## config.mk

```make
export PLATFORM = sky130hd
export DESIGN_NAME = nn_mem_arbiter
export DESIGN_NICKNAME = d
export VERILOG_FILES = /design/src/rtl/nn_mem_pkg.sv /design/src/rtl/nn_mem_rd_pipe.sv /design/src/rtl/nn_mem_arbiter.sv
export SDC_FILE = /design/constraint.sdc
export NUM_CORES = 1
export LEC_CHECK = 0
export ABC_CLOCK_PERIOD_IN_PS = 4800
export BUFFER_PORTS_ARGS = -buffer_cell sky130_fd_sc_hd__buf_2
export CAP_MARGIN = 20
export CORE_MARGIN = 3
export CORE_UTILIZATION = 40
export DETAILED_ROUTE_END_ITERATION = 16
export PLACE_DENSITY_LB_ADDON = 0.12
export SYNTH_ARGS = -nofsm -noshare
export SYNTH_HDL_FRONTEND = slang
export SYNTH_SLANG_ARGS = --single-unit
```

## constraint.sdc

```tcl
create_clock -name clk_i -period 4.8 [get_ports clk_i]
set_input_delay 0 -clock clk_i [delete_from_list [all_inputs] [get_ports clk_i]]
set_output_delay 0 -clock clk_i [all_outputs]
set_load 0.03 [all_outputs]
```

## src/rtl/nn_mem_pkg.sv

```systemverilog
// Shared types for the NN memory arbiter: arbiter states, RAM select, beat payload.
// No logic; widths of the beat payload track the default RAM geometry.
// Top-level ADDR_LEN / DATA_LEN must stay equal to NN_ADDR_LEN / NN_DATA_LEN.
package nn_mem_pkg;

    localparam int NN_ADDR_LEN = 5;
    localparam int NN_DATA_LEN = 32;

    typedef enum logic [1:0] {
        ARB_IDLE  = 2'd0,
        ARB_LOCK0 = 2'd1,
        ARB_LOCK1 = 2'd2
    } arb_state_t;

    typedef enum logic {
        SEL_NETWORK = 1'b0,
        SEL_TRAINER = 1'b1
    } mem_sel_t;

    typedef struct packed {
        logic                   we;
        mem_sel_t               sel;
        logic                   last;
        logic [NN_ADDR_LEN-1:0] addr;
        logic [NN_DATA_LEN-1:0] wdata;
    } mem_beat_t;

    function automatic arb_state_t lock_state(input logic owner);
        return owner ? ARB_LOCK1 : ARB_LOCK0;
    endfunction

endpackage

```

## src/rtl/nn_mem_rd_pipe.sv

```systemverilog
// Read-return pipeline: tracks {valid, owner, sel} of issued reads for two cycles and muxes RAM data.
// Latency: read issued (accepted) in N -> rvalid/rdata in N+2. rdata holds between returns.
// Backpressure: none; requesters must always sink a returned word.
// Ports: issue/owner/sel of the accepted read, both RAM data outputs, per-requester rvalid and rdata.
module nn_mem_rd_pipe
    import nn_mem_pkg::*;
#(
    parameter int DATA_LEN = NN_DATA_LEN
) (
    input  logic                clk_i,
    input  logic                reset_i,
    input  logic                issue_i,
    input  logic                owner_i,
    input  mem_sel_t            sel_i,
    input  logic [DATA_LEN-1:0] network_rd_data_i,
    input  logic [DATA_LEN-1:0] trainer_rd_data_i,
    output logic [1:0]          rvalid_o,
    output logic [DATA_LEN-1:0] rdata_o
);

    typedef struct packed {
        logic     vld;
        logic     owner;
        mem_sel_t sel;
    } rd_tag_t;

    rd_tag_t             s1_q;
    rd_tag_t             s2_q;
    logic [DATA_LEN-1:0] rdata_q;
    logic [DATA_LEN-1:0] rdata_mux;

    // RAM output is valid in the cycle after ena, i.e. while the tag sits in stage 2,
    // so the live RAM word is forwarded and only captured for the hold behaviour.
    assign rdata_mux = (s2_q.sel == SEL_TRAINER) ? trainer_rd_data_i : network_rd_data_i;
    assign rdata_o   = s2_q.vld ? rdata_mux : rdata_q;
    assign rvalid_o  = {s2_q.vld & s2_q.owner, s2_q.vld & ~s2_q.owner};

    always_ff @(posedge clk_i or posedge reset_i) begin
        if (reset_i) begin
            s1_q    <= '0;
            s2_q    <= '0;
            rdata_q <= '0;
        end else begin
            s1_q <= '{vld: issue_i, owner: owner_i, sel: sel_i};
            s2_q <= s1_q;
            if (s2_q.vld) begin
                rdata_q <= rdata_mux;
            end
        end
    end

endmodule

```

## src/rtl/nn_mem_arbiter.sv

```systemverilog
// Two-requester (0 = forward, 1 = backprop) arbiter for the network/trainer RAM port bus.
// Latency: gnt combinational; RAM ports driven the cycle after accept; read data 2 cycles after accept.
// Backpressure: requester holds req+payload until gnt; the loser (or non-owner during a burst) stalls.
// Ports: req/we/sel/last/addr/wdata per requester in, gnt/rvalid/rdata/lock_err out,
//        shared RAM bus out (network_ena, trainer_ena, wr_ena, addr, wr_data), RAM read data in.
module nn_mem_arbiter
    import nn_mem_pkg::*;
#(
    parameter int ADDR_LEN     = NN_ADDR_LEN,
    parameter int DATA_LEN     = NN_DATA_LEN,
    parameter int LOCK_TIMEOUT = 16
) (
    input  logic                  clk_i,
    input  logic                  reset_i,
    input  logic [1:0]            req_i,
    input  logic [1:0]            we_i,
    input  logic [1:0]            sel_i,
    input  logic [1:0]            last_i,
    input  logic [2*ADDR_LEN-1:0] addr_i,
    input  logic [2*DATA_LEN-1:0] wdata_i,
    output logic [1:0]            gnt_o,
    output logic [1:0]            rvalid_o,
    output logic [DATA_LEN-1:0]   rdata_o,
    output logic                  lock_err_o,
    output logic                  network_ena_o,
    output logic                  trainer_ena_o,
    output logic                  wr_ena_o,
    output logic [ADDR_LEN-1:0]   addr_o,
    output logic [DATA_LEN-1:0]   wr_data_o,
    input  logic [DATA_LEN-1:0]   network_rd_data_i,
    input  logic [DATA_LEN-1:0]   trainer_rd_data_i
);

    localparam int                CNT_W   = $clog2(LOCK_TIMEOUT + 1);
    localparam logic [CNT_W-1:0]  CNT_MAX = CNT_W'(LOCK_TIMEOUT);

    arb_state_t       state_q, state_d;
    logic             last_owner_q, last_owner_d;
    logic [CNT_W-1:0] idle_cnt_q, idle_cnt_d;
    logic             lock_err_d;
    logic [1:0]       gnt;
    logic             accept;
    logic             winner;
    mem_beat_t        beat0, beat1, beat_win;

    assign beat0 = '{we: we_i[0], sel: mem_sel_t'(sel_i[0]), last: last_i[0],
                     addr: addr_i[0 +: ADDR_LEN], wdata: wdata_i[0 +: DATA_LEN]};
    assign beat1 = '{we: we_i[1], sel: mem_sel_t'(sel_i[1]), last: last_i[1],
                     addr: addr_i[ADDR_LEN +: ADDR_LEN], wdata: wdata_i[DATA_LEN +: DATA_LEN]};

    always_comb begin
        gnt          = '0;
        state_d      = state_q;
        last_owner_d = last_owner_q;
        idle_cnt_d   = idle_cnt_q;
        lock_err_d   = 1'b0;

        case (state_q)
            ARB_IDLE: begin
                if (&req_i) gnt[~last_owner_q] = 1'b1;
                else        gnt = req_i;
            end
            ARB_LOCK0: gnt[0] = req_i[0];
            ARB_LOCK1: gnt[1] = req_i[1];
            default:   gnt = '0;
        endcase

        accept   = |gnt;
        winner   = gnt[1];
        beat_win = winner ? beat1 : beat0;

        if (accept) begin
            last_owner_d = winner;
            idle_cnt_d   = '0;
            state_d      = beat_win.last ? ARB_IDLE : lock_state(winner);
        end else if (state_q != ARB_IDLE) begin
            // No accept while locked means the owner is idle this cycle. An owner that
            // re-requests in the timeout cycle is accepted above, so no error then.
            if (idle_cnt_q == CNT_MAX) begin
                state_d    = ARB_IDLE;
                idle_cnt_d = '0;
                lock_err_d = 1'b1;
            end else begin
                idle_cnt_d = idle_cnt_q + 1'b1;
            end
        end
    end

    assign gnt_o = gnt;

    always_ff @(posedge clk_i or posedge reset_i) begin
        if (reset_i) begin
            state_q       <= ARB_IDLE;
            last_owner_q  <= 1'b1;
            idle_cnt_q    <= '0;
            lock_err_o    <= 1'b0;
            network_ena_o <= 1'b0;
            trainer_ena_o <= 1'b0;
            wr_ena_o      <= 1'b0;
            addr_o        <= '0;
            wr_data_o     <= '0;
        end else begin
            state_q       <= state_d;
            last_owner_q  <= last_owner_d;
            idle_cnt_q    <= idle_cnt_d;
            lock_err_o    <= lock_err_d;
            network_ena_o <= accept & (beat_win.sel == SEL_NETWORK);
            trainer_ena_o <= accept & (beat_win.sel == SEL_TRAINER);
            wr_ena_o      <= accept & beat_win.we;
            if (accept) begin
                addr_o    <= beat_win.addr;
                wr_data_o <= beat_win.wdata;
            end
        end
    end

    nn_mem_rd_pipe #(
        .DATA_LEN(DATA_LEN)
    ) u_rd_pipe (
        .clk_i             (clk_i),
        .reset_i           (reset_i),
        .issue_i           (accept & ~beat_win.we),
        .owner_i           (winner),
        .sel_i             (beat_win.sel),
        .network_rd_data_i (network_rd_data_i),
        .trainer_rd_data_i (trainer_rd_data_i),
        .rvalid_o          (rvalid_o),
        .rdata_o           (rdata_o)
    );

endmodule

```

# == After elaboration in Yosys (flattened, before gate mapping) ==
# Cells that the tools add are included.
# totals
inputBits,148
reg_bits,87
elab_cells,59
# classes
eq_ne,3
n_reduce_logical,8
bitwise,10
n_addsub,1
order_cmp,2
mux,19
# ops
op,count
32-bit two-way mux,2
40-bit two-way mux,1
5-bit two-way mux,3
2-bit two-way mux,6
1-bit bitwise AND,6
2-bit nonzero test,3
"5-bit by 1-bit adder with 5-bit output, second input constant",1
"5-bit equality test, second input constant",1
1-bit two-way mux,4
1-bit NOT,4
1-bit case mux with 2 select lines,2
2-bit AND reduction,2
"2-bit by 1-bit equality test with 1-bit output, second input constant",1
"2-bit equality test, second input constant",1
2-bit zero test,1
"1-bit by 2-bit less-than comparator with 1-bit output, second input constant",1
2-bit OR reduction,1
1-bit demux with 1-bit select,1
"1-bit >= comparator, second input constant",1
1-bit logical AND,1

# == Depth between registers and ports, before layout ==
# Gate-level depths: netlist (run 1).
# depth
depth_word,10
ltp_mapped,5

# == Cells and area by module ==
# A second synthesis (run 1) with hierarchy kept.
# unflattened
cells_unflattened,340
area_unflattened_um2,3956.3
# modules_own_cells
module,n_inst,area_per_inst_um2,cells_per_inst
nn_mem_arbiter,1,2282.2,192
nn_mem_rd_pipe,1,1674.1,148

# == Worst setup path before layout (run 1) ==
# OpenSTA, ideal clock, no wires.
# synth_timing
path_type,register to register
start,register u_rd_pipe.s2_q[2] (netlist bit)
end,register u_rd_pipe.rdata_q[23]
arrival_time_ns,1.379
synth_period_minus_slack_ns,1.565
setup_slack_ns,3.235
stages_incl_launch_ff,5
t_required_ns,4.614
cell_sequence,dfrtp_1 clkbuf_1 buf_2 nor2_1 a21oi_1
# synth_between
elab_chain_cells,1
# synth_lines
element,line,source
"start, declared",nn_mem_rd_pipe.sv:28,rd_tag_t s2_q;
"start signal, assigned",nn_mem_rd_pipe.sv:45,s2_q <= s1_q;
32-bit two-way mux,-,
via rdata_o[23],nn_mem_arbiter.sv:23,"output logic [DATA_LEN-1:0] rdata_o,"
"end signal, assigned",nn_mem_rd_pipe.sv:47,rdata_q <= rdata_mux;
"end, declared",nn_mem_rd_pipe.sv:29,logic [DATA_LEN-1:0] rdata_q;
# The timed path passes the listed nets, and every way through them passes these cells.
# A chain may end at the register's enable or synchronous reset.

# == Final worst setup path (run 1) ==
# layout_timing
start,register state_q[0]
end,register wr_data_o[6]
# layout_between
elab_chain_cells,3
elab_cells_between_ends,7
cone_classes,eq/ne (2); mux (3); reduce/logical (2)
# layout_lines
element,line,source
"start, declared",nn_mem_arbiter.sv:37,"arb_state_t state_q, state_d;"
"start signal, assigned",nn_mem_arbiter.sv:103,state_q <= state_d;
2-bit equality test (tied with other cells),nn_mem_arbiter.sv:58,case (state_q)
1-bit case mux with 2 select lines,nn_mem_arbiter.sv:58,
40-bit two-way mux or 2-bit OR reduction (tied branches),"nn_mem_arbiter.sv:70, nn_mem_arbiter.sv:68",
"end signal, assigned",nn_mem_arbiter.sv:112,wr_data_o <= beat_win.wdata;
"end, declared",nn_mem_arbiter.sv:29,"output logic [DATA_LEN-1:0] wr_data_o,"
# Several ways; a longest one is shown, not always the timed one.

==> impl_metrics.json, run 1 <==
{
  "outcome": "finished, final reports clean",
  "grt_setup_unrepaired": "false",
  "worst_ep_required_time_ns": 5.03,
  "fin_crit_ns": 2.62,
  "finalSetupTns_ns": 0,
  "die_area_mm2": 0.0110,
  "cp_cell_sequence": "nor2b_4, nor2_2, buf_4, a221o_1, dlygate4sd3_1",
  "yosys_warnings": 0,
  "start_util_pct": 41.8,
  "grt_pass1_wl_um": 20000,
  "fmax_ghz": 0.382,
  "die_h_um": 105,
  "avgSynthCellArea_um2": 11.7,
  "yosys.area_share.simple_pct": 13.2,
  "drt-vias-per-instance": 4.95,
  "setup_viol": 0,
  "synthFlopType": "dfrtp_1",
  "vias": 3942,
  "slew_headroom_pct": 33.8,
  "synth_mux_area_share_pct": 8.18,
  "grt_remaining_overflow": 0,
  "grt_use_total_pct": 22.4,
  "synth_edf_count": 0,
  "tightest_slew_ns": 0.993,
  "synth.cell_area_mm2": 0.00392,
  "postCtsSetupBuffers": 0,
  "peakVddDrop_uv": 263,
  "critPathBufInv": 2,
  "clkSinkCount": 87,
  "core_area_mm2": 0.00937,
  "clkTransAtPathRegs_ns": 0.10,
  "grt_antenna_before_repair": 0,
  "routedWlPerCell_um": 15.1,
  "p_leak_nw": 3.30,
  "synth_adder_area_share_pct": 0.639,
  "path_class": "reg2reg",
  "synth_top_family_by_area": "compound AO/OA/AOI/OAI gates",
  "rows": 35,
  "cts_tree": "done",
  "drive_gt1_share_pct": 38.3,
  "cp_top_family": "buffers and inverters",
  "drtPass1Iterations": 4,
  "ys_seq_area_share_pct": 55.6,
  "ys_types": 41,
  "power_w": 0.00334,
  "insertion_delay_ns": 0.35,
  "slowest_stage": "nor2b_4",
  "die_w_um": 105,
  "cts_htree_levels": 3,
  "root_buffer": "clkbuf_8",
  "initialDrtViolationCount": 162,
  "hold_class": "in2reg",
  "design.portCount": 225,
  "synth-xor-area-share_pct": 0,
  "drt-total-wl_um": 12100,
  "synth_seq_cells": 87,
  "ys_async_sr_fraction_pct": 100,
  "cts_made_buffers": 9,
  "hpwl_um": 7520,
  "crit_fanout": 43,
  "drc": 0,
  "grt_pass1_vias": 4079,
  "power_density_mw_per_mm2": 520,
  "fin_skew_ns": 0.0111,
  "antenna_cells": 0,
  "ctsLongestPathBuffers": 2,
  "crit_arrival_ns": 2.85,
  "maxCapViolCount": 0,
  "period_share_pct": 54.5,
  "drv_slew": 0,
  "critPathMaxStageDelay_ns": 0.65,
  "grt_max_degree": 67,
  "fin_nets": 813,
  "synth-compound-area-share_pct": 17.3,
  "crit_path_end_kind": "flop",
  "postRouteAntennaNets": 0,
  "syn2layout_area_growth_pct": 63.9,
  "synthCells": 336,
  "gp_congestion": 0.734,
  "critPathLaunchType": "flop",
  "port_buffers": 224,
  "synthesis.nets": 486,
  "hold_violations": 0
}
==> worst register-to-register path: stages (launching register included) <==
cell           delay [ns]
dfrtp_1              0.46
nor2b_4              0.65
nor2_2               0.12
buf_4                0.29
a221o_1              0.43
dlygate4sd3_1        0.57
==> what timing repair did <==
item | CTS | global route
gates resized for setup | 0 | 0
hold endpoints to repair | 122 | 0
hold buffers | 118 | 0
setup endpoints to repair | 0 | 0
==> sequential cells by signal, summed over array words and instances (netlist names), 2 cells and up <==
| name | flops |
|---|---|
| wr_data_o | 32 |
| u_rd_pipe.rdata_q | 32 |
| addr_o | 5 |
| idle_cnt_q | 5 |
| state_q | 2 |
| u_rd_pipe.s2_q | 3 |
| u_rd_pipe.s1_q | 3 |
==> power breakdown <==
part / total, W / switching [W] / internal (W)
Sequential: 0.00120 / 0.000192 / 0.00101
Clock: 0.000465 / 0.000271 / 0.000193
Combinational: 0.00167 / 0.00100 / 0.000670
==> final cells by class <==
class,instances,area (um^2)
multi-input cells,215,1540
well taps,129,161
fillers,732,2950
clock buffers,9,124
inverters,5,20.0
repair buffers,345,2340
clock inverters,7,56.3
flip-flops and latches,87,2180
==> cell families after synthesis <==
group,count (synthesis)
and+or+nand+nor,93
muxes,32
DFF,87
adders and majority gates,2
AOI/OAI and AO/OA,88
buffers and inverters,34
==> cell usage in the layout, fill, tap and decap left out, drive strengths merged <==
cell type,n
a311oi,1
dfrtp,86
nor4,1
clkbuf,9
mux2i,32
and3,37
nand2,4
or3,2
nor2,35
nand3,4
dlygate4sd3,118
or2,2
a21oi,35
a22o,2
nand3b,1
buf,227
a32o,1
nand4bb,1
o21a,2
dfstp,1
o21ai,3
clkinvlp,1
clkinv,5
inv,6
a31oi,1
nor2b,3
a211oi,3
and2,1
a21o,1
ha,2
a21boi,2
nand2b,1
a221o,37
nor3,1
==> cells in the mapped netlist, types with 2 or more instances <==
| cell type | instances | area (um^2) |
|---|---|---|
| nor2_1 | 34 | 128 |
| inv_1 | 4 | 15.0 |
| a211oi_1 | 2 | 15.0 |
| or3_1 | 2 | 12.5 |
| buf_6 | 8 | 90.1 |
| clkbuf_1 | 13 | 48.8 |
| a221o_1 | 37 | 370 |
| and3_1 | 37 | 231 |
| ha_1 | 2 | 25.0 |
| dfrtp_1 | 86 | 2150 |
| nand3_1 | 4 | 20.0 |
| mux2i_1 | 32 | 320 |
| a21oi_1 | 35 | 175 |
| nand2_1 | 4 | 15.0 |
| o21ai_0 | 3 | 15.0 |
| buf_2 | 7 | 35.0 |
| a22o_1 | 2 | 17.5 |
==> metrics by stage <==
stage	instances	setup slack [ns]	hold slack [ns]	area [um^2]	utilization (%)
floorplan	336	2.55	0.0881	3920	-
global placement	662	2.84	0.203	5040	53.7
detailed placement	662	2.75	0.220	5040	53.7
CTS	796	2.20	0.000549	6400	68.3
global route	797	2.04	0.0175	6420	68.5
finish	797	2.18	0.0105	6420	68.5
==> metal layers <==
layer / share of wire, % / global-route usage (%) / up-vias
met1: 39 / 26.3 / 1851
met2: 51 / 39.8 / 168
met4: 2.5 / 8.34 / 0
li1: - / - / 1896
met3: 7.2 / 5.06 / 27
met5: 0 / 0 / -
==> final timing paths <==
path | startpoint | slack (ns) | cells after the start | endpoint
worst max register to register | state_q[0]$_DFFE_PP0P_ | 2.18 | 5 | wr_data_o[6]$_DFFE_PP0P_
max in group asynchronous | reset_i | 3.61 | 5 | last_owner_q$_DFFE_PP1P_
worst min register to register | u_rd_pipe.s1_q[0]$_DFF_PP0_ | 0.36 | 0 | u_rd_pipe.s2_q[0]$_DFF_PP0_
worst min-delay path | trainer_rd_data_i[27] | 0.01 | 3 | u_rd_pipe.rdata_q[27]$_DFF_PP0_
worst max-delay path | state_q[0]$_DFFE_PP0P_ | 2.18 | 5 | wr_data_o[6]$_DFFE_PP0P_
min in group asynchronous | reset_i | 0.18 | 3 | wr_data_o[3]$_DFFE_PP0P_
No activity file was read; power rests on OpenSTA's default activity.
==> run 2, diff against run 1 <==
- ABC_CLOCK_PERIOD_IN_PS: 4800 -> 2600
- clock period: 4.8 -> 2.6 ns (I/O delays scaled with it)
==> run 2 against run 1 <==
Against the previous run: critical path depth is 1 lower; critical endpoint is now rdata_o[18]; largest power group unchanged; sequential power increased by 80%; non-clock buffer count is 7 higher; combinational power rose by 90%.
==> impl_metrics.json, run 2 (synthesized netlist as in run 1, its figures left out) <==
{
  "power_w": 0.00637,
  "antenna_cells": 0,
  "core_area_mm2": 0.00937,
  "insertion_delay_ns": 0.35,
  "initialDrtViolationCount": 218,
  "drv_slew": 0,
  "finalSetupTns_ns": 0,
  "ctsLongestPathBuffers": 2,
  "fin_skew_ns": 0.0143,
  "hold_start": "trainer_rd_data_i[6]",
  "port_buffers": 224,
  "path_class": "reg2out",
  "postCtsSetupBuffers": 0,
  "rows": 35,
  "tightest_slew_ns": 0.581,
  "fmax_ghz": 0.425,
  "setup_viol": 0,
  "die_h_um": 105,
  "drive_gt1_share_pct": 38.2,
  "hold_class": "in2reg",
  "clkTransAtPathRegs_ns": 0.09,
  "critPathLaunchType": "flop",
  "fin_crit_ns": 2.35,
  "hpwl_um": 7740,
  "start_util_pct": 41.8,
  "final_cells": 804,
  "reg2reg_to": "wr_data_o[10]$_DFFE_PP0P_",
  "die_w_um": 105,
  "p_leak_nw": 3.33,
  "gp_congestion": 0.778,
  "cts_tree": "done",
  "dpl_cell_area_mm2": 0.00507,
  "crit_fanout": 32,
  "cts_made_buffers": 9,
  "grt_use_total_pct": 22.7,
  "top_regs": "u_rd_pipe.rdata_q: 32 flops, wr_data_o: 32 flops",
  "placed_cells": 666,
  "slew_headroom_pct": 61.3,
  "outcome": "finished, final reports clean",
  "fin_area_mm2": 0.00651,
  "drc": 0,
  "drt-total-wl_um": 12400,
  "worst-r2r-cell-count": 4,
  "grt_remaining_overflow": 0,
  "grt_setup_unrepaired": "false",
  "vias": 3946,
  "fin_nets": 820,
  "power_density_mw_per_mm2": 978,
  "r2r-start": "last_owner_q$_DFFE_PP1P_",
  "final_common_cell": "buf_2",
  "min_to": "u_rd_pipe.rdata_q[6]$_DFF_PP0_",
  "root_buffer": "clkbuf_8",
  "worst_ep_required_time_ns": 2.60,
  "drt-vias-per-instance": 4.91,
  "whs_path_depth": 3,
  "drtPass1Iterations": 4,
  "grt_max_degree": 67,
  "final_cell_mix": "224 x buf_2, 122 x dlygate4sd3_1, 84 x dfrtp_1, 37 x and3_1, 37 x a221o_1",
  "peakVddDrop_uv": 441,
  "cts_htree_levels": 3,
  "grt_pass1_vias": 4093,
  "ff2ff_setup_slack_ns": 0.41,
  "startpoint": "u_rd_pipe.s2_q[0]$_DFF_PP0_",
  "syn2layout_area_growth_pct": 66.2,
  "grt_pass1_wl_um": 20000,
  "postRouteAntennaNets": 0,
  "hold_violations": 0,
  "maxCapViolCount": 0,
  "crit_arrival_ns": 2.35,
  "routedWlPerCell_um": 15.4,
  "crit_path_end_kind": "primary output",
  "final_util_pct": 69.5,
  "fill_cells": 758,
  "grt_antenna_before_repair": 0,
  "design.portCount": 225,
  "clkSinkCount": 87,
  "die_area_mm2": 0.0110,
  "period_share_pct": 90.5
}
-- run 2: changes by cell type in the layout (fill, tap and decap cells not counted), sizes merged --
cell,before,now
clkbuf,9,10
clkinv,5,2
inv,6,5
bufinv,0,2
buf,227,230
clkinvlp,1,2
dlygate4sd3,118,122
-- run 2: area by class of cell --
type	instances	area (um^2)	share of cell area (%)
timing repair buffer	352	2390	36.7
sequential	87	2180	33.5
multi-input combinational	215	1540	23.6
tap	129	161	2.48
clock buffer	10	128	1.96
clock inverter	6	92.6	1.42
inverter	5	20.0	0.308
-- run 2: per-layer routing --
metal,track usage [%],part of all wire [%],vias up
met5,0,0,-
met4,8.90,2.7,0
met3,5.62,6.4,27
met2,40.7,52,172
met1,26.0,39,1833
li1,-,-,1914
-- run 2: what timing repair did --
item	CTS	global route
resized for setup	0	1
setup endpoints to repair	0	19
hold endpoints to repair	93	0
hold buffers	122	0
-- run 2: worst max-delay path, stage by stage, from the launching register on --
cell and delay [ns]:
dfrtp_4 0.80, mux2i_1 0.15, dlygate4sd3_1 0.57, a21oi_1 0.21
buf_2 0.24
-- run 2: per-stage QoR --
stage / setup slack [ns] / hold WS (ns)
6_report: 0.246 / 0.00364
5_1_grt: 0.105 / 0.00751
4_1_cts: 0.0337 / 0.000164
3_5_place_dp: 0.925 / 0.0518
3_3_place_gp: 0.988 / 0.0485
2_1_floorplan: 0.351 / 0.0881
-- run 2: how the worst max path moves through the flow --
stage	endpoint	slack, ns
detailed placement	rdata_o[25]	0.92
global placement	rdata_o[25]	0.99
CTS	rdata_o[24]	0.03
global route	rdata_o[21]	0.11
finish	rdata_o[18]	0.25
floorplan	addr_o[0]$_DFFE_PP0P_	0.35
-- run 2: report_power, final --
part | switching (W) | internal (W)
Sequential | 0.000293 | 0.00187
Clock | 0.000479 | 0.000546
Combinational | 0.00193 | 0.00125
==> run 3, diff against run 2 <==
- ABC_AREA: unset -> 1
- BUFFER_PORTS_ARGS: -buffer_cell sky130_fd_sc_hd__buf_2 -> -buffer_cell sky130_fd_sc_hd__clkbuf_2
- CAP_MARGIN: 20 -> 30
==> run 3 against run 2 <==
Against the previous run: clock skew down 0.0055 ns; area after synthesis down 1.8%; routed wire length up 6.5%; synthesized cell count up 38%; power down 11%; cell count up 15%; sequential power down 7%; cell area down 1.8%; largest cell class unchanged.
==> impl_metrics.json, run 3 <==
{
  "ff2ff_setup_slack_ns": 0.38,
  "hpwl_um": 8360,
  "p_leak_nw": 3.39,
  "postRouteAntennaNets": 0,
  "crit_fanout": 30,
  "final_cell_mix": "224 x clkbuf_2, 165 x nand2_1, 115 x dlygate4sd3_1, 86 x dfrtp_1, 65 x o21ai_0",
  "grt_use_total_pct": 24.8,
  "finalSetupTns_ns": 0,
  "power_density_mw_per_mm2": 891,
  "pwr-share-comb_pct": 46.5,
  "fin_nets": 943,
  "synth.cell_area_mm2": 0.00385,
  "ys_seq_area_share_pct": 56.6,
  "synthFlopType": "dfrtp_1",
  "crit_path_end_kind": "flop",
  "die_area_mm2": 0.0108,
  "synth_commonest_cells": "165 x nand2_1, 86 x dfrtp_1, 65 x o21ai_0",
  "p_int_w": 0.00328,
  "grt_antenna_before_repair": 0,
  "fin_crit_ns": 2.22,
  "vias": 4471,
  "drv_slew": 0,
  "cts_made_buffers": 9,
  "synth_seq_cells": 87,
  "crit_arrival_ns": 2.51,
  "cts_htree_levels": 3,
  "grt_setup_unrepaired": "false",
  "worst_ep_required_time_ns": 2.89,
  "cts_tree": "done",
  "critPathLaunchType": "flop",
  "r2r-start": "state_q[0]$_DFFE_PP0P_",
  "root_buffer": "clkbuf_8",
  "drive_gt1_share_pct": 31.7,
  "fin_area_mm2": 0.00639,
  "slew_headroom_pct": 40.8,
  "grt_pass1_wl_um": 21900,
  "ctsLongestPathBuffers": 2,
  "synthCells": 463,
  "synth_top_family_by_area": "simple AND/OR/NAND/NOR gates",
  "top_regs": "u_rd_pipe.rdata_q: 32 flops, wr_data_o: 32 flops",
  "whs_path_depth": 3,
  "die_w_um": 104,
  "yosys.area_share.simple_pct": 26.8,
  "place_ws_ns": 0.820,
  "synth_adder_area_share_pct": 0.650,
  "core_area_mm2": 0.00928,
  "path_class": "reg2reg",
  "grt_max_degree": 52,
  "final_cells": 927,
  "yosys_warnings": 0,
  "routedWlPerCell_um": 14.2,
  "grt_remaining_overflow": 0,
  "gp_congestion": 0.820,
  "antenna_cells": 0,
  "outcome": "finished, final reports clean",
  "drt-total-wl_um": 13200,
  "clkTransAtPathRegs_ns": 0.09,
  "final_common_cell": "clkbuf_2",
  "die_h_um": 104,
  "worst-r2r-cell-count": 8,
  "tightest_slew_ns": 0.888,
  "synth_mux_area_share_pct": 0,
  "yosysMostFrequentCell": "nand2_1",
  "maxCapViolCount": 0,
  "fill_cells": 766,
  "synth_edf_count": 0,
  "power.clock.fraction_pct": 18.3,
  "ys_types": 22,
  "rows": 35,
  "synth-compound-area-share_pct": 9.69,
  "synthesis.nets": 613,
  "setup_viol": 0,
  "cts_resized": 0,
  "netlist.area_leader.share_pct": 55.9,
  "syn2layout_area_growth_pct": 66.2,
  "final.setup.worst_slack_ns": 0.376,
  "placed_cells": 796,
  "synth-xor-area-share_pct": 0.228,
  "yosysTopAreaCell": "dfrtp_1",
  "hold_violations": 0,
  "initialDrtViolationCount": 224,
  "peakVddDrop_uv": 458,
  "avgSynthCellArea_um2": 8.31,
  "min_to": "u_rd_pipe.rdata_q[2]$_DFF_PP0_",
  "grt_pass1_vias": 4565,
  "dpl_cell_area_mm2": 0.00502,
  "hold_class": "in2reg",
  "reg2reg_to": "wr_data_o[6]$_DFFE_PP0P_",
  "design.portCount": 225,
  "insertion_delay_ns": 0.35,
  "port_buffers": 224,
  "fin_skew_ns": 0.00877,
  "yosys-top-cells-area": "dfrtp_1 56%, nand2_1 16%, o21ai_0 8.5%, nand3_1 5.9%, nor2_1 3.9%",
  "clkSinkCount": 87,
  "drtPass1Iterations": 4,
  "start_util_pct": 41.4,
  "drt-vias-per-instance": 4.82,
  "hold_start": "network_rd_data_i[2]",
  "ys_async_sr_fraction_pct": 100,
  "drc": 0,
  "switchingPower_w": 0.00242,
  "swShare_pct": 42.4,
  "seqPwrFrac_pct": 35.1,
  "fmax_ghz": 0.450,
  "period_share_pct": 85.5
}
## run 3: changes by cell type after synthesis, sizes merged, moves of 3 or more
cell	delta
nor2b	-3
a21oi	-32
o21ai	+66
nand2	+162
mux2i	-32
nand3	+41
and3	-37
a211oi	-3
a221o	-37
inv	+14
nor2	+7
## run 3: final cells by class
type / count / area, um^2 / share of cell area [%]
inverter: 19 / 72.6 / 1.13
clock inverter: 5 / 81.3 / 1.27
sequential: 87 / 2180 / 34.1
timing repair buffer: 344 / 2320 / 36.3
tap: 129 / 161 / 2.52
clock buffer: 11 / 141 / 2.21
multi-input combinational: 332 / 1440 / 22.5
## run 3: metrics by stage
| step | hold WS, ns | utilization (%) | total power [W] |
|---|---|---|---|
| finish | 0.0137 | 68.9 | 0.00570 |
| global route | 0.00595 | 68.9 | 0.00606 |
| CTS | 0.00471 | 68.9 | 0.00570 |
| detailed placement | 0.103 | 54.1 | 0.00427 |
| global placement | 0.104 | 54.1 | 0.00423 |
| floorplan | 0.109 | - | 0.00355 |
## run 3: cell families (layout without fill, tap and decap cells)
| family | Yosys count | count (layout) |
|---|---|---|
| buffers and inverters | 44 | 379 |
| AO/OA/AOI/OAI | 74 | 74 |
| XOR/XNOR | 1 | 1 |
| AND/OR/NAND/NOR | 255 | 255 |
| adder cells (fa/ha/maj) | 2 | 2 |
| flip-flops | 87 | 87 |
## run 3: repair_timing
item                                   4_1_cts  5_1_grt
setup buffers                                0        0
endpoints found under the hold margin      106        0
hold buffers                               115        0
## run 3: worst max-delay path by stage
stage	cells after the start	start	to
6_report	8	state_q[0]$_DFFE_PP0P_	wr_data_o[6]$_DFFE_PP0P_
5_1_grt	5	u_rd_pipe.s2_q[2]$_DFF_PP0_	u_rd_pipe.rdata_q[3]$_DFF_PP0_
4_1_cts	5	u_rd_pipe.s2_q[2]$_DFF_PP0_	u_rd_pipe.rdata_q[3]$_DFF_PP0_
3_5_place_dp	5	u_rd_pipe.s2_q[2]$_DFF_PP0_	rdata_o[31]
3_3_place_gp	5	u_rd_pipe.s2_q[2]$_DFF_PP0_	rdata_o[31]
2_1_floorplan	1	reset_i	addr_o[0]$_DFFE_PP0P_
## run 3: power groups by stage
stage / clock network, W / registers, W / logic (W)
global route: 0.00114 / 0.00205 / 0.00286
CTS: 0.00107 / 0.00200 / 0.00263
detailed placement: 0 / 0.00201 / 0.00225
global placement: 0 / 0.00201 / 0.00222
finish: 0.00104 / 0.00200 / 0.00265
floorplan: 0 / 0.00233 / 0.00122
## run 3: worst max-delay path, stage by stage (launching register included)
cell	delay [ns]
dfrtp_1	0.43
inv_2	0.06
nand2_1	0.08
nand2_1	0.08
inv_2	0.41
buf_4	0.33
nand2_1	0.09
nand3_1	0.10
dlygate4sd3_1	0.57
## run 3: metal layers
layer  wire (um)  GRT usage, %  vias up
met5           0             0        -
met4         340          8.83        0
met3         848          5.34       31
met2        6910          44.2      197
met1        5110          29.4     2095
li1            -             -     2148
